$ cat config.mk
export PLATFORM = sky130hd
export DESIGN_NAME = ifetch_pq
export DESIGN_NICKNAME = d
export VERILOG_FILES = /design/src/rtl/ifetch_pq_pkg.sv /design/src/rtl/ifetch_pq_queue.sv /design/src/rtl/ifetch_pq.sv
export SDC_FILE = /design/constraint.sdc
export NUM_CORES = 1
export LEC_CHECK = 0
export BUFFER_PORTS_ARGS = -buffer_cell sky130_fd_sc_hd__buf_2
export CORE_MARGIN = 5
export CORE_UTILIZATION = 30
export DETAILED_ROUTE_END_ITERATION = 10
export PLACE_DENSITY = 0.52
export SLEW_MARGIN = 20
export SYNTH_ARGS = -nofsm -noshare
export SYNTH_HDL_FRONTEND = slang
export SYNTH_SLANG_ARGS = --single-unit
$ cat constraint.sdc
create_clock -name clk_i -period 3.2 [get_ports clk_i]
set_input_delay 0 -clock clk_i [delete_from_list [all_inputs] [get_ports clk_i]]
set_output_delay 0 -clock clk_i [all_outputs]
set_load 0.05 [all_outputs]
$ cat src/rtl/ifetch_pq_pkg.sv
// Shared definitions for the bexkat1 prefetching instruction fetch unit.
package bexkat1Def;

  // Bus-side fetch sequencer states.
  typedef enum logic [1:0] {
    S_IDLE,
    S_FETCH,
    S_DRAIN
  } ifetch_state_t;

  // Bit of the first instruction word that marks a 64-bit (long) instruction.
  localparam int IR_LONG_BIT = 0;

endpackage

$ cat src/rtl/ifetch_pq_queue.sv
// ifetch_queue: DEPTH-entry word FIFO for the prefetcher.
// Pushes one word, pops one or two, and flushes synchronously.
// Exposes the two head entries and the occupancy count.
module ifetch_queue #(
  parameter int DEPTH = 4
) (
  input  logic                       clk_i,
  input  logic                       rst_i,
  input  logic                       flush,
  input  logic                       push,
  input  logic [31:0]                push_data,
  input  logic [1:0]                 pop_n,
  output logic [31:0]                head0,
  output logic [31:0]                head1,
  output logic [$clog2(DEPTH+1)-1:0] count
);

  localparam int AW = $clog2(DEPTH);
  localparam int CW = $clog2(DEPTH+1);

  logic [31:0]   mem [DEPTH];
  logic [AW-1:0] rd_ptr;
  logic [AW-1:0] wr_ptr;

  assign head0 = mem[rd_ptr];
  assign head1 = mem[rd_ptr + AW'(1)];

  // Pointer and occupancy bookkeeping; flush empties the queue.
  always_ff @(posedge clk_i or posedge rst_i) begin
    // NOTE: sequential state uses non-blocking assignments so every register
    // samples the pre-edge values of its inputs.
    if (rst_i) begin
      rd_ptr <= '0;
      wr_ptr <= '0;
      count  <= '0;
    end else if (flush) begin
      rd_ptr <= '0;
      wr_ptr <= '0;
      count  <= '0;
    end else begin
      if (push) wr_ptr <= wr_ptr + AW'(1);
      rd_ptr <= rd_ptr + AW'(pop_n);
      count  <= count + CW'(push) - CW'(pop_n);
    end
  end

  // Word storage write port.
  always_ff @(posedge clk_i) begin
    // NOTE: the storage array has no reset; count gates every read, so stale
    // contents are never observed.
    if (push && !flush) mem[wr_ptr] <= push_data;
  end

endmodule

$ cat src/rtl/ifetch_pq.sv
// ifetch_pq: prefetching instruction fetch unit for the bexkat1 pipeline.
// Streams sequential words into a prefetch queue, assembles 32/64-bit
// instructions for decode, and handles pc_set redirects (flush + drain).
// Optional macro IFETCH_ALIGN_EXC_EN adds exc_misalign for unaligned redirects.
module ifetch_pq
  import bexkat1Def::*;
#(
  parameter int          DEPTH    = 4,
  parameter logic [31:0] RESET_PC = 32'h0
) (
  input  logic        clk_i,
  input  logic        rst_i,
  output logic        bus_cyc,
  output logic [31:0] bus_adr,
  input  logic        bus_ack,
  input  logic [31:0] bus_in,
  input  logic        pc_set,
  input  logic [31:0] pc_in,
  input  logic        stall_i,
  output logic [63:0] ir,
  output logic        ir_valid,
`ifdef IFETCH_ALIGN_EXC_EN
  output logic        exc_misalign,
`endif
  output logic [31:0] pc
);

  localparam int             CW      = $clog2(DEPTH+1);
  localparam logic [CW-1:0]  DEPTH_C = CW'(DEPTH);

  ifetch_state_t state, state_nxt;
  logic [31:0]   fa, fa_nxt;
  logic [31:0]   fa_pending, fa_pending_nxt;
  logic [31:0]   head0, head1;
  logic [CW-1:0] count, count_nxt;
  logic [31:0]   pc_tgt;
  logic          head_long;
  logic          consume;
  logic          push;
  logic [1:0]    pop_n;
  logic          exc_nxt;

`ifdef IFETCH_ALIGN_EXC_EN
  assign pc_tgt  = pc_in;
  assign exc_nxt = pc_set ? (pc_in[1:0] != 2'b00) : exc_misalign;
`else
  assign pc_tgt  = pc_in & ~32'h3;
  assign exc_nxt = 1'b0;
`endif

  assign bus_adr   = fa;
  assign head_long = head0[IR_LONG_BIT];
  assign ir_valid  = (count != '0 && !head_long) || (count >= CW'(2) && head_long);
  assign ir        = !ir_valid ? 64'h0 : head_long ? {head1, head0} : {32'h0, head0};
  assign consume   = ir_valid && !stall_i && !pc_set;
  assign pop_n     = !consume ? 2'd0 : head_long ? 2'd2 : 2'd1;
  assign push      = (state == S_FETCH) && bus_ack && !pc_set;
  assign count_nxt = count + CW'(push) - CW'(pop_n);

  ifetch_queue #(.DEPTH(DEPTH)) u_queue (
    .clk_i     (clk_i),
    .rst_i     (rst_i),
    .flush     (pc_set),
    .push      (push),
    .push_data (bus_in),
    .pop_n     (pop_n),
    .head0     (head0),
    .head1     (head1),
    .count     (count)
  );

  // Next-state and fetch-address logic for the bus sequencer.
  always_comb begin
    // NOTE: every output of this block gets a default first so no path can
    // leave it unassigned and infer a latch.
    state_nxt      = state;
    fa_nxt         = fa;
    fa_pending_nxt = fa_pending;
    case (state)
      S_IDLE: begin
        if (pc_set) begin
          fa_nxt = pc_tgt;
          if (!exc_nxt) state_nxt = S_FETCH;
        end else if (count < DEPTH_C && !exc_nxt) begin
          state_nxt = S_FETCH;
        end
      end
      S_FETCH: begin
        if (pc_set && bus_ack) begin
          fa_nxt    = pc_tgt;
          state_nxt = exc_nxt ? S_IDLE : S_FETCH;
        end else if (pc_set) begin
          fa_pending_nxt = pc_tgt;
          state_nxt      = S_DRAIN;
        end else if (bus_ack) begin
          fa_nxt = fa + 32'd4;
          if (count_nxt >= DEPTH_C) state_nxt = S_IDLE;
        end
      end
      S_DRAIN: begin
        if (pc_set) fa_pending_nxt = pc_tgt;
        if (bus_ack) begin
          fa_nxt    = pc_set ? pc_tgt : fa_pending;
          state_nxt = exc_nxt ? S_IDLE : S_FETCH;
        end
      end
      default: state_nxt = S_IDLE;
    endcase
  end

  // Sequencer state, registered bus request and fetch addresses.
  always_ff @(posedge clk_i or posedge rst_i) begin
    if (rst_i) begin
      state      <= S_IDLE;
      bus_cyc    <= 1'b0;
      fa         <= RESET_PC;
      fa_pending <= RESET_PC;
    end else begin
      state      <= state_nxt;
      bus_cyc    <= (state_nxt != S_IDLE);
      fa         <= fa_nxt;
      fa_pending <= fa_pending_nxt;
    end
  end

  // Program counter of the head instruction; redirects win over consumes.
  always_ff @(posedge clk_i or posedge rst_i) begin
    if (rst_i)        pc <= RESET_PC;
    else if (pc_set)  pc <= pc_tgt;
    else if (consume) pc <= pc + (head_long ? 32'd8 : 32'd4);
  end

`ifdef IFETCH_ALIGN_EXC_EN
  // Misaligned-redirect flag, cleared by the next aligned redirect.
  always_ff @(posedge clk_i or posedge rst_i) begin
    if (rst_i) exc_misalign <= 1'b0;
    else       exc_misalign <= exc_nxt;
  end
`endif

endmodule

# After elaboration in Yosys (flattened, before gate mapping)
# Memory sizes are Yosys's and may differ from the RTL's.
# Cells that the tools add are included.
# classes
shifts	0
n_addsub	7
n_bitwise	0
n_reduce_logical	21
n_eq_ne	7
mul	0
muxes	30
div	0
magnitude_cmp	3
# op_table
op	n
32-bit 2-to-1 mux	9
64-bit 2-to-1 mux	2
32-bit case mux with 3 select lines	1
32-bit case mux with 2 select lines	1
32-bit by 3-bit adder with 32-bit output, second input constant	1
32-bit by 4-bit adder with 32-bit output	1
2-bit 2-to-1 mux	12
1-bit logical AND	8
2-bit nonzero test	4
2-bit != test, second input constant	3
3-bit by 2-bit != test with 1-bit output, second input constant	2
2-bit case mux with 3 select lines	1
3-bit nonzero test	2
5-bit AND reduction	1
2-bit by 1-bit adder with 2-bit output, second input constant	2
4-bit 2-to-1 mux	1
3-bit by 1-bit adder with 3-bit output	1
3-bit by 2-bit >= comparator with 1-bit output, second input constant	1
3-bit >= comparator, second input constant	1
1-bit zero test	3
3-bit less-than comparator, second input constant	1
3-bit 2-to-1 mux	1
3-bit by 2-bit subtractor with 3-bit output	1
2-bit adder	1
6 further kinds	7
# totals
ramBits	128
reg_bits	106
mem_count	1
latchBits	0
romBits	0
input_bits	69
wordCells	77
# mem_list
name	depth	word_bits	rd	rd_ports_with_merged_regs	write_ports	line_no	source
u_queue.mem	4	32	2	0	1	ifetch_pq_queue.sv:21	logic [31:0] mem [DEPTH];

# Logic depth before layout (Yosys ltp)
# Gate-level depths: netlist of the first run.
# An unclocked memory read counts as a cell.
# logic_depth
depth_word	15
mapped_depth	15
ltp_nobuf	13

# Modules after synthesis
# From an unflattened synthesis of the first run, not the netlist that was laid out.
# unflattened
cells_unflattened	998
area_unflattened_um2	12415.7
# by_module_without_submodules
mod	n_inst	area_per_inst_um2	cells_per_inst
ifetch_pq	1	6568.8	752
ifetch_queue	1	5846.9	246

# Least setup slack after synthesis of the first run
# No wires, ideal clock.
# synth_path
path_type	register to register
from	register u_queue.rd_ptr[0]
to	register bus_cyc
n_path_buf	2
t_arrival_ps	3177
setup_ps	127
stages_incl_launch_ff	16
path_slack_ps	-104
period_less_slack_ps	3304
cell_sequence	dfrtp_1 -> buf_6 -> mux4_2 -> buf_6 -> o22a_2 -> nor3_1 -> ha_1 -> inv_1 -> ha_1 -> inv_1 -> fa_1 -> xor3_1 -> nand2_1 -> nand4_1 -> a41oi_1 -> or2_2
# synth_via
elab_chain_cells	15
# synth_lines
element	line_no	source
start, declared	ifetch_pq_queue.sv:22	logic [AW-1:0] rd_ptr;
start signal, assigned	ifetch_pq_queue.sv:42	rd_ptr <= rd_ptr + AW'(pop_n);
memory 4 x 32 bit (*)	n/a	
1-bit zero test	ifetch_pq.sv:53	assign ir_valid = (count != '0 && !head_long) || (count >= CW'(2) && head_long);
1-bit logical AND	ifetch_pq.sv:53	
1-bit logical OR	ifetch_pq.sv:53	
1-bit logical AND (2 in series)	ifetch_pq.sv:55	assign consume = ir_valid && !stall_i && !pc_set;
2-bit 2-to-1 mux (*)	ifetch_pq.sv:56	assign pop_n = !consume ? 2'd0 : head_long ? 2'd2 : 2'd1;
3-bit by 2-bit subtractor with 3-bit output (*)	ifetch_pq.sv:58	assign count_nxt = count + CW'(push) - CW'(pop_n);
3-bit >= comparator (*)	ifetch_pq.sv:97	if (count_nxt >= DEPTH_C) state_nxt = S_IDLE;
2-bit 2-to-1 mux (*)	ifetch_pq.sv:97	
2-bit 2-to-1 mux (*)	ifetch_pq.sv:95	end else if (bus_ack) begin
2-bit 2-to-1 mux (*)	ifetch_pq.sv:92	end else if (pc_set) begin
2-bit 2-to-1 mux (*)	ifetch_pq.sv:89	if (pc_set && bus_ack) begin
2-bit case mux with 3 select lines (*)	ifetch_pq.sv:79	case (state)
named net state_nxt[0]	ifetch_pq.sv:31	ifetch_state_t state, state_nxt;
2-bit nonzero test (*)	ifetch_pq.sv:120	bus_cyc <= (state_nxt != S_IDLE);
end signal, assigned	ifetch_pq.sv:120	
end, declared	ifetch_pq.sv:13	output logic bus_cyc,
# The timed path passes the listed nets; every way through them passes the cells marked *.
# A chain may end at the register's enable or synchronous reset.

==> results of run 1 <==
[cell families after synthesis]
kind of cell | count (synthesis) | synth area share
muxes | 106 | 0.157
and+or+nand+nor | 313 | 0.143
buffers and inverters | 87 | 0.0311
DFF | 232 | 0.528
adders and majority gates | 17 | 0.0187
xor gates and xnor gates | 43 | 0.0321
AOI/OAI and AO/OA | 164 | 0.0904
other | 1 | 0.000307
[where the power goes]
| part | internal (uW) | switching, uW | leakage, uW |
|---|---|---|---|
| Sequential | 3760 | 516 | 0.00242 |
| Combinational | 2200 | 4200 | 0.00314 |
| Clock | 1660 | 1260 | 0.000415 |
[layer usage]
metal	track usage	vias to the layer above	routed length, um
li1	-	4223	-
met1	0.218	4729	16000
met2	0.254	233	17300
met3	0.0292	50	1930
met4	0.0380	0	747
met5	0	-	0
[cell type report]
cell class / instances / area share
clock buffers: 37 / 0.0488
diodes: 2 / 0.000323
repair buffers: 301 / 0.128
well taps: 525 / 0.0425
inverters: 24 / 0.00598
multi-input cells: 645 / 0.351
clock inverters: 15 / 0.00582
flip-flops and latches: 232 / 0.417
[cells in the mapped netlist, drive strengths merged (4+ instances only)]
cell type  number
a2bb2oi         5
or3             4
a41oi           6
dfrtp         104
and2           18
nor2           30
nand2          86
a31oi           5
and4           10
inv            22
nand4          22
ha             15
and3           11
nand3          28
xor2           25
a221oi         17
buf            22
a221o           4
a21oi          21
nor4            8
o22ai           9
a22o            5
xnor2          17
or4             4
nor2b          67
mux4           64
o21ai          61
clkbuf         41
mux2           40
edfxtp        128
nor3           12
[repair_timing]
item / in CTS / in global routing
pin swaps: 0 / 2
buffers inserted: 0 / 1
hold endpoints to repair: 269 / 0
gates resized for setup: 1 / 6
endpoints found under the setup margin: 1 / 1
hold buffers: 67 / 0
[worst register-to-register path, cell delays in order, from the launching register on]
cell and delay (ns):
edfxtp_1 0.40, mux4_2 0.51, o22a_4 0.22, nor3_4 0.13
ha_1 0.25, inv_1 0.05, ha_1 0.14, inv_1 0.05
fa_2 0.35, xor3_1 0.31, nand2_1 0.08, a21oi_1 0.21
nor3_2 0.08, or2_4 0.23
[worst paths after layout]
check	start	end	slack, ns	depth (start not counted)
hold / removal	rst_i	pc[14]	0.08	3
setup reg to reg	u_queue.mem[1][0]	bus_cyc	0.08	13
max in group asynchronous	rst_i	bus_adr[8]	2.36	4
hold reg to reg	fa_pending[0]	fa_pending[0]	0.49	1
min in group clk_i	stall_i	u_queue.rd_ptr[1]	0.17	5
setup / recovery	u_queue.mem[1][0]	bus_cyc	0.08	13
[registers in the layout, summed over array words and instances, names as in the netlist]
name            flops
u_queue.rd_ptr      2
state               2
bus_cyc             1
bus_adr            32
u_queue.wr_ptr      2
u_queue.mem       128
u_queue.count       3
fa_pending         32
pc                 30
[per-stage QoR]
step,cells,setup TNS [ns]
global placement,1659,0
detailed placement,1659,0
finish,1781,0
CTS,1778,0
global route,1779,-0.154
floorplan,964,-0.0329
==> run summary, run 1 <==
Peak VDD IR -> 0.000550 V
Commonest non-fill, non-tap cells in the layout -> buf_2, edfxtp_1, dfrtp_1
Clock Latency Late Sink -> 0.56 ns
Core area -> 0.0400 sq mm
Core Rows -> 73
CP Capture Type -> flip-flop
Routed len/inst -> 20.2 um
Routed WL -> 36.0 mm
Average size of a mapped cell -> 12.7 sq um
Design area -> 0.0155 sq mm
Clock Sinks -> 232
Top cells by area, synth -> edfxtp_1, dfrtp_1, mux4_2
Register area share after synthesis -> 0.528
WP data arrival -> 3.55 ns
Fillers -> 3940
Die H -> 212 um
Hold Crit Class -> in -> async
Final setup violation count -> 0
Via count -> 9235
Post-synth top area share -> 0.315
Worst-path fanout max -> 2
Asr flop ratio synth -> 0.448
Via-to-Cell Ratio -> 5.19
GR Util All Layers -> 0.156
First-pass GRT wire length -> 55.3 mm
Buf/Inv on CP -> 2
Place WS -> 0.0879 ns
I/O Pins -> 199
Initial antenna violation count -> 2
Largest net degree at the start of global routing -> 65
Max stage delay on crit path -> 0.51 ns
Detail Placement HPWL -> 25.5 mm
Gr ovfl total -> 0
Multi-input logic area -> 0.00544 sq mm
CP Class -> reg -> reg
Fin crit share -> 0.975
Final Hold Viols -> 0
Crit path cell chain -> mux4_2 -> o22a_4 -> nor3_4 -> ha_1 -> inv_1 -> ha_1 -> inv_1 -> fa_2 -> xor3_1 -> nand2_1 -> a21oi_1 -> nor3_2 -> or2_4
Routability cong. -> 0.811
Maxcap violations -> 0
Synth Warn # -> 0
TritonRoute pass-1 iters -> 5
Top cell family by delay on the critical path -> adder cells
CTS tree -> built
Chip Width -> 212 um
Pwr dens -> 879 mW/mm^2
Final WS setup -> 0.0803 ns
Run status -> finished, final reports clean
Storage element area -> 0.00645 sq mm
Post-Syn Instances -> 963
Most common cell after layout, fill and taps aside -> buf_2
CP required -> 3.64 ns
Slew at the pin closest to its max-slew limit -> 1.01 ns
Total power -> 13600 uW
DR DRC count -> 0
Number of global-route vias before repair -> 9086
H-tree depth -> 1
Area grow syn2layout -> 26.8%
Slew HR -> 0.325
Root Buffer -> clkbuf_16
Nets -> 1318
CP max-delay cell -> mux4_2
EDFF count, synth -> 128
Clock Pin Slew Worst Setup and Hold Paths -> 0.06 ns
Distinct cell type count after synthesis -> 71
Initial Util -> 0.305
Unrepaired setup endpoints after global routing -> true
Final Slew Violations -> 0
Worst clock skew -> 0.0110 ns
Crit path launch type -> flip-flop
Mapped Area -> 0.0122 sq mm
Port Buf Inserts -> 194
Iter 0 DRT Violations -> 539
Seq cells post-synth -> 232
Clk buf depth -> 3
Hold WS -> 0.0798 ns
Placed Area -> 0.0139 sq mm
Pleak -> 0.00597 uW
Die area -> 0.0448 sq mm
Fin crit period -> 3.12 ns
Cell taking the most area after synthesis -> edfxtp_1
Layout cells sized above 1 -> 0.325
Max frequency -> 321 MHz
Num CTS Buffers -> 28
Top_reg_cell synth -> edfxtp_1
Antenna viol nets, final -> 0
Final Util -> 0.387
No activity file was read; power rests on OpenSTA's default activity.
==> run 2, diff against run 1 <==
Settings changed: PLACE_DENSITY 0.52 to 0.51.
Clock period 3.2 ns to 3.27 ns, I/O delays scaled along.
==> run 2 against run 1 <==
Net effect:
- clock skew grew 0.0035 ns
- final cell count decreased by 0.28%
- hold slack improved by 0.043 ns
- maximum frequency rose by 1.3%
- critical path type unchanged
==> run summary, run 2 (synthesis results as in run 1) <==
Routed WL -> 36.0 mm (about the same)
CP Capture Type -> flip-flop
Unrepaired setup endpoints after global routing -> true
Pleak -> 0.00598 uW (+0.11%)
Via count -> 9149 (-0.93%)
Commonest non-fill, non-tap cells in the layout -> buf_2, edfxtp_1, dfrtp_1
Max stage delay on crit path -> 0.51 ns (about the same)
Port Buf Inserts -> 194 (unchanged)
Worst-path fanout max -> 9 (+7)
Routed len/inst -> 20.3 um (+0.33%)
Chip Width -> 212 um (unchanged)
Final setup violation count -> 0 (unchanged)
I/O Pins -> 199 (unchanged)
Iter 0 DRT Violations -> 629 (+17%)
Hold Crit Class -> in -> async
Core Rows -> 73 (unchanged)
Setup TNS -> 0 ns (unchanged)
Multi-input logic area -> 0.00541 sq mm (-0.44%)
Hold WS -> 0.123 ns (+0.0430 ns)
Largest register by flop count -> u_queue.mem
Final Slew Violations -> 0 (unchanged)
Routability cong. -> 0.827 (+2.0%)
Initial Util -> 0.305 (unchanged)
Slew HR -> 0.416 (+0.0912)
Initial antenna violation count -> 1 (-1)
Die H -> 212 um (unchanged)
Area grow syn2layout -> 26.9%
Clk buf depth -> 3 (unchanged)
Crit path launch type -> flip-flop
Design area -> 0.0155 sq mm (+0.11%)
Slew at the pin closest to its max-slew limit -> 0.876 ns (-0.137 ns)
Total power -> 13500 uW (-0.97%)
Placed Area -> 0.0139 sq mm (-0.14%)
Fillers -> 3876 (-1.6%)
Nets -> 1316 (-0.15%)
Run status -> finished, final reports clean
Worst clock skew -> 0.0146 ns (+0.00355 ns)
Clock Sinks -> 232 (unchanged)
Final Util -> 0.387 (+0.000438)
Crit path cell chain -> mux4_2 -> buf_4 -> nor3_4 -> ha_1 -> inv_1 -> ha_1 -> inv_1 -> fa_1 -> xor3_1 -> nand2_1 -> nand4_1 -> a41oi_1 -> or2_2
H-tree depth -> 1 (unchanged)
Max frequency -> 325 MHz (+1.3%)
Maxcap violations -> 0 (unchanged)
Num CTS Buffers -> 27 (-3.6%)
Via-to-Cell Ratio -> 5.15 (-0.65%)
Storage element area -> 0.00645 sq mm (unchanged)
Final Hold Viols -> 0 (unchanged)
Die area -> 0.0448 sq mm (unchanged)
CP max-delay cell -> mux4_2
DR DRC count -> 0 (unchanged)
Pwr dens -> 869 mW/mm^2 (-1.1%)
Largest net degree at the start of global routing -> 65 (unchanged)
Max FFs per register -> 128 (unchanged)
Fin crit period -> 3.08 ns (-0.0396 ns)
Fin crit share -> 0.942 (-0.0330)
Layout cells sized above 1 -> 0.323 (-0.00136)
Antenna viol nets, final -> 0 (unchanged)
WP data arrival -> 3.51 ns (-0.04 ns)
Most common cell after layout, fill and taps aside -> buf_2
GR Util All Layers -> 0.158 (+0.00180)
Detail Placement HPWL -> 25.3 mm (-0.87%)
Number of global-route vias before repair -> 9434 (+3.8%)
Core area -> 0.0400 sq mm (unchanged)
CTS tree -> built
Clock Latency Late Sink -> 0.54 ns (-0.02 ns)
Gr ovfl total -> 0 (unchanged)
Clock Pin Slew Worst Setup and Hold Paths -> 0.06 ns (about the same)
CP Class -> reg -> reg
CP required -> 3.70 ns (+0.06 ns)
TritonRoute pass-1 iters -> 5 (unchanged)
First-pass GRT wire length -> 56.0 mm (+1.3%)
Peak VDD IR -> 0.000530 V (-3.6%)
Root Buffer -> clkbuf_16
[run 2: path summary, 6_finish.rpt]
kind,start,to,slack (ns),cells past startpoint
setup / recovery,u_queue.rd_ptr[0],bus_cyc,0.19,13
hold / removal,rst_i,pc[19],0.12,3
setup reg to reg,u_queue.rd_ptr[0],bus_cyc,0.19,13
hold reg to reg,fa_pending[0],fa_pending[0],0.49,1
max in group asynchronous,rst_i,fa_pending[1],2.40,4
min in group clk_i,stall_i,u_queue.rd_ptr[1],0.17,5
[run 2: critical path, delay by kind of cell (launching register included)]
kind | cells | cell delay, ns
mux | 1 | 0.51
flops | 1 | 0.37
xor+xnor | 1 | 0.23
simple gates | 4 | 0.67
compound gates | 1 | 0.14
fa+ha+maj | 3 | 0.76
buf+inv | 3 | 0.29
[run 2: power breakdown]
| part | total [uW] | leakage [uW] | switching, uW | internal, uW |
|---|---|---|---|---|
| sequential | 4190 | 0.00242 | 505 | 3680 |
| clock | 3100 | 0.000436 | 1210 | 1900 |
| combinational | 6170 | 0.00312 | 4080 | 2100 |
[run 2: cell type report]
class	count	share of cell area
Multi-Input combinational cell	645	0.349
Sequential cell	232	0.416
Clock inverter	14	0.0114
Antenna cell	1	0.000162
Tap cell	525	0.0424
Timing Repair Buffer	300	0.127
Inverter	24	0.00598
Clock buffer	35	0.0475
[run 2: through the flow]
stage          std cells  setup slack (ns)
2_1_floorplan        964            0.0131
3_3_place_gp        1659             0.183
3_5_place_dp        1659             0.140
4_1_cts             1775            0.0827
5_1_grt             1775           -0.0259
6_report            1776             0.190
[run 2: what timing repair did]
item,4_1_cts,5_1_grt
hold buffers,67,0
setup endpoints to repair,0,26
buffers inserted,0,0
resized for setup,0,2
endpoints found under the hold margin,273,0
[run 2: per-layer routing]
metal / global-route usage / wire length (um)
met5: 0 / 0
met4: 0.0367 / 758
met3: 0.0273 / 1890
met2: 0.262 / 17400
met1: 0.218 / 15900
==> run 3, diff against run 2 <==
Settings changed: CTS_BUF_LIST set to sky130_fd_sc_hd__clkbuf_8.
==> run 3 against run 2 <==
Net effect:
- global-route usage grew 0.28 points
- clock-buffer cell count grew 13
- core utilization shrank 0.15 points
- cell area shrank 0.39%
- clock power shrank 11%
- worst setup slack lost 0.0023 ns
- wire length grew 0.66%
- flip-flop and latch count is the same
- total power shrank 2.7%
- non-clock buffer count is the same
- final cell count grew 1.8%
==> run summary, run 3 (synthesis results as in run 1) <==
Top cell family by delay on the critical path -> adder cells
Fin crit share -> 0.943 (about the same)
Crit path cell chain -> mux4_2 -> buf_4 -> nor3_4 -> ha_1 -> inv_1 -> ha_1 -> inv_1 -> fa_1 -> xor3_1 -> nand2_1 -> nand4_1 -> a41oi_1 -> or2_2
Net switching power figure -> 5870 uW (+1.4%)
Num CTS Buffers -> 44 (+63%)
Gr ovfl total -> 0 (unchanged)
Clk buf depth -> 3 (unchanged)
Final setup violation count -> 0 (unchanged)
Final Hold Viols -> 0 (unchanged)
CP required -> 3.75 ns (+0.05 ns)
Run status -> finished, final reports clean
Fin crit period -> 3.08 ns (+0.00228 ns)
Slew HR -> 0.417 (+0.00147)
Pwr dens -> 849 mW/mm^2 (-2.3%)
Die area -> 0.0448 sq mm (unchanged)
Crit path from -> u_queue.rd_ptr[0]
Area grow syn2layout -> 26.4%
Peak VDD IR -> 0.000574 V (+8.1%)
Clock Sinks -> 232 (unchanged)
Port Buf Inserts -> 194 (unchanged)
Multi-input logic area -> 0.00541 sq mm (unchanged)
Iter 0 DRT Violations -> 583 (-7.3%)
Final Slew Violations -> 0 (unchanged)
Hold Crit Class -> in -> async
Storage element area -> 0.00645 sq mm (unchanged)
Via-to-Cell Ratio -> 5.14 (-0.22%)
WP data arrival -> 3.56 ns (+0.05 ns)
Crit path launch type -> flip-flop
Max FFs per register -> 128 (unchanged)
Antenna viol nets, final -> 0 (unchanged)
Total power -> 13100 uW (-2.7%)
Initial antenna violation count -> 1 (unchanged)
Max stage delay on crit path -> 0.51 ns (about the same)
Place WS -> 0.140 ns (unchanged)
Routed WL -> 36.2 mm (+0.66%)
Nets -> 1333 (+1.3%)
Largest net degree at the start of global routing -> 65 (unchanged)
Final WS setup -> 0.188 ns (-0.00228 ns)
Commonest non-fill, non-tap cells in the layout -> buf_2, edfxtp_1, dfrtp_1
Die H -> 212 um (unchanged)
First-pass GRT wire length -> 56.4 mm (+0.67%)
Worst clock skew -> 0.0261 ns (+0.0115 ns)
Core Rows -> 73 (unchanged)
Post-CTS setup buffer count -> 0 (unchanged)
Slew at the pin closest to its max-slew limit -> 0.874 ns (-0.00220 ns)
Pleak -> 0.00604 uW (+1.1%)
GR Util All Layers -> 0.161 (+0.00281)
Root Buffer -> clkbuf_8
TritonRoute pass-1 iters -> 6 (+1)
Maxcap violations -> 0 (unchanged)
Core area -> 0.0400 sq mm (unchanged)
Max frequency -> 324 MHz (about the same)
Via count -> 9293 (+1.6%)
I/O Pins -> 199 (unchanged)
Layout cells sized above 1 -> 0.327 (+0.00363)
Initial Util -> 0.305 (unchanged)
Number of global-route vias before repair -> 9639 (+2.2%)
Chip Width -> 212 um (unchanged)
CP max-delay cell -> mux4_2
Clk pwr share -> 0.210 (-0.020)
Combinational power share -> 0.471 (+0.012)
Buf/Inv on CP -> 3 (unchanged)
DR DRC count -> 0 (unchanged)
Unrepaired setup endpoints after global routing -> true
Worst-path fanout max -> 9 (unchanged)
Routability cong. -> 0.827 (unchanged)
Detail Placement HPWL -> 25.3 mm (unchanged)
Internal Power -> 7230 uW (-5.8%)
Largest register by flop count -> u_queue.mem
Most common cell after layout, fill and taps aside -> buf_2
CP Class -> reg -> reg
Switching Share -> 0.448 (+0.0181)
Clock Pin Slew Worst Setup and Hold Paths -> 0.06 ns (about the same)
Routed len/inst -> 20.0 um (-1.1%)
Sequential share of power -> 0.320 (+0.009)
Clock Latency Late Sink -> 0.61 ns (+0.07 ns)
Fillers -> 3913 (+0.95%)
CTS tree -> built
Worst r2r src -> u_queue.rd_ptr[0]
H-tree depth -> 2 (+1)
CP Capture Type -> flip-flop
-- run 3: changes by cell type in the layout (fill, tap and decap cells not counted), moves of 2 or more --
cell	delta
clkbuf_8	+45
clkbuf_16	-27
inv_1	+18
clkbuf_1	-5
clkinv_1	+4
bufinv_16	-3
clkinvlp_4	-3
clkinv_8	+2
-- run 3: repair_timing --
item,in CTS,in global routing
endpoints found under the setup margin,0,35
hold buffers,67,0
hold endpoints to repair,274,0
resized for setup,0,2
-- run 3: final timing paths --
| kind | to | slack [ns] | cells after the start |
|---|---|---|---|
| worst max-delay path | bus_cyc | 0.19 | 13 |
| worst min-delay path | pc[9] | 0.06 | 3 |
| worst max register to register | bus_cyc | 0.19 | 13 |
| worst min register to register | fa_pending[0] | 0.49 | 1 |
| max in group asynchronous | bus_adr[16] | 2.43 | 4 |
| min in group clk_i | u_queue.rd_ptr[1] | 0.11 | 5 |
-- run 3: per-layer routing --
metal / vias to the layer above / part of all wire / GRT usage / wire length [um]
met1: 4694 / 0.44 / 0.217 / 15800
met4: 0 / 0.028 / 0.0578 / 1020
met2: 290 / 0.48 / 0.259 / 17400
met3: 62 / 0.057 / 0.0323 / 2050
met5: - / 0 / 0 / 0
li1: 4247 / - / - / -
-- run 3: final cells by class --
class                   count  share of cell area
diodes                      1            0.000162
clock buffers              48              0.0428
clock inverters            33              0.0124
inverters                  24             0.00600
multi-input cells         645               0.351
flip-flops and latches    232               0.418
well taps                 525              0.0426
repair buffers            300               0.127
-- run 3: through the flow --
stage / cells / setup TNS, ns / utilization / instance area (sq um) / hold WS, ns
after floorplan: 964 / 0 / - / 12200 / 0.0989
after global placement: 1659 / 0 / 0.347 / 13900 / 0.169
after detailed placement: 1659 / 0 / 0.347 / 13900 / 0.171
after CTS: 1807 / 0 / 0.385 / 15400 / 0.0305
after global routing: 1807 / -0.0349 / 0.386 / 15400 / 0.0936
final: 1808 / 0 / 0.386 / 15400 / 0.0590
-- run 3: worst register-to-register path, delay by kind of cell, from the launching register on --
family | cells | cell delay [ns]
flops | 1 | 0.37
xor+xnor | 1 | 0.23
buf+inv | 3 | 0.29
compound gates | 1 | 0.14
simple gates | 4 | 0.67
fa+ha+maj | 3 | 0.77
mux | 1 | 0.51
-- run 3: power groups by stage --
| stage | registers, uW | clock network, uW | logic, uW |
|---|---|---|---|
| floorplan | 4880 | 0 | 3720 |
| global placement | 4220 | 0 | 6100 |
| detailed placement | 4230 | 0 | 6140 |
| CTS | 4180 | 2860 | 6220 |
| global route | 4270 | 2970 | 6660 |
| finish | 4190 | 2750 | 6170 |
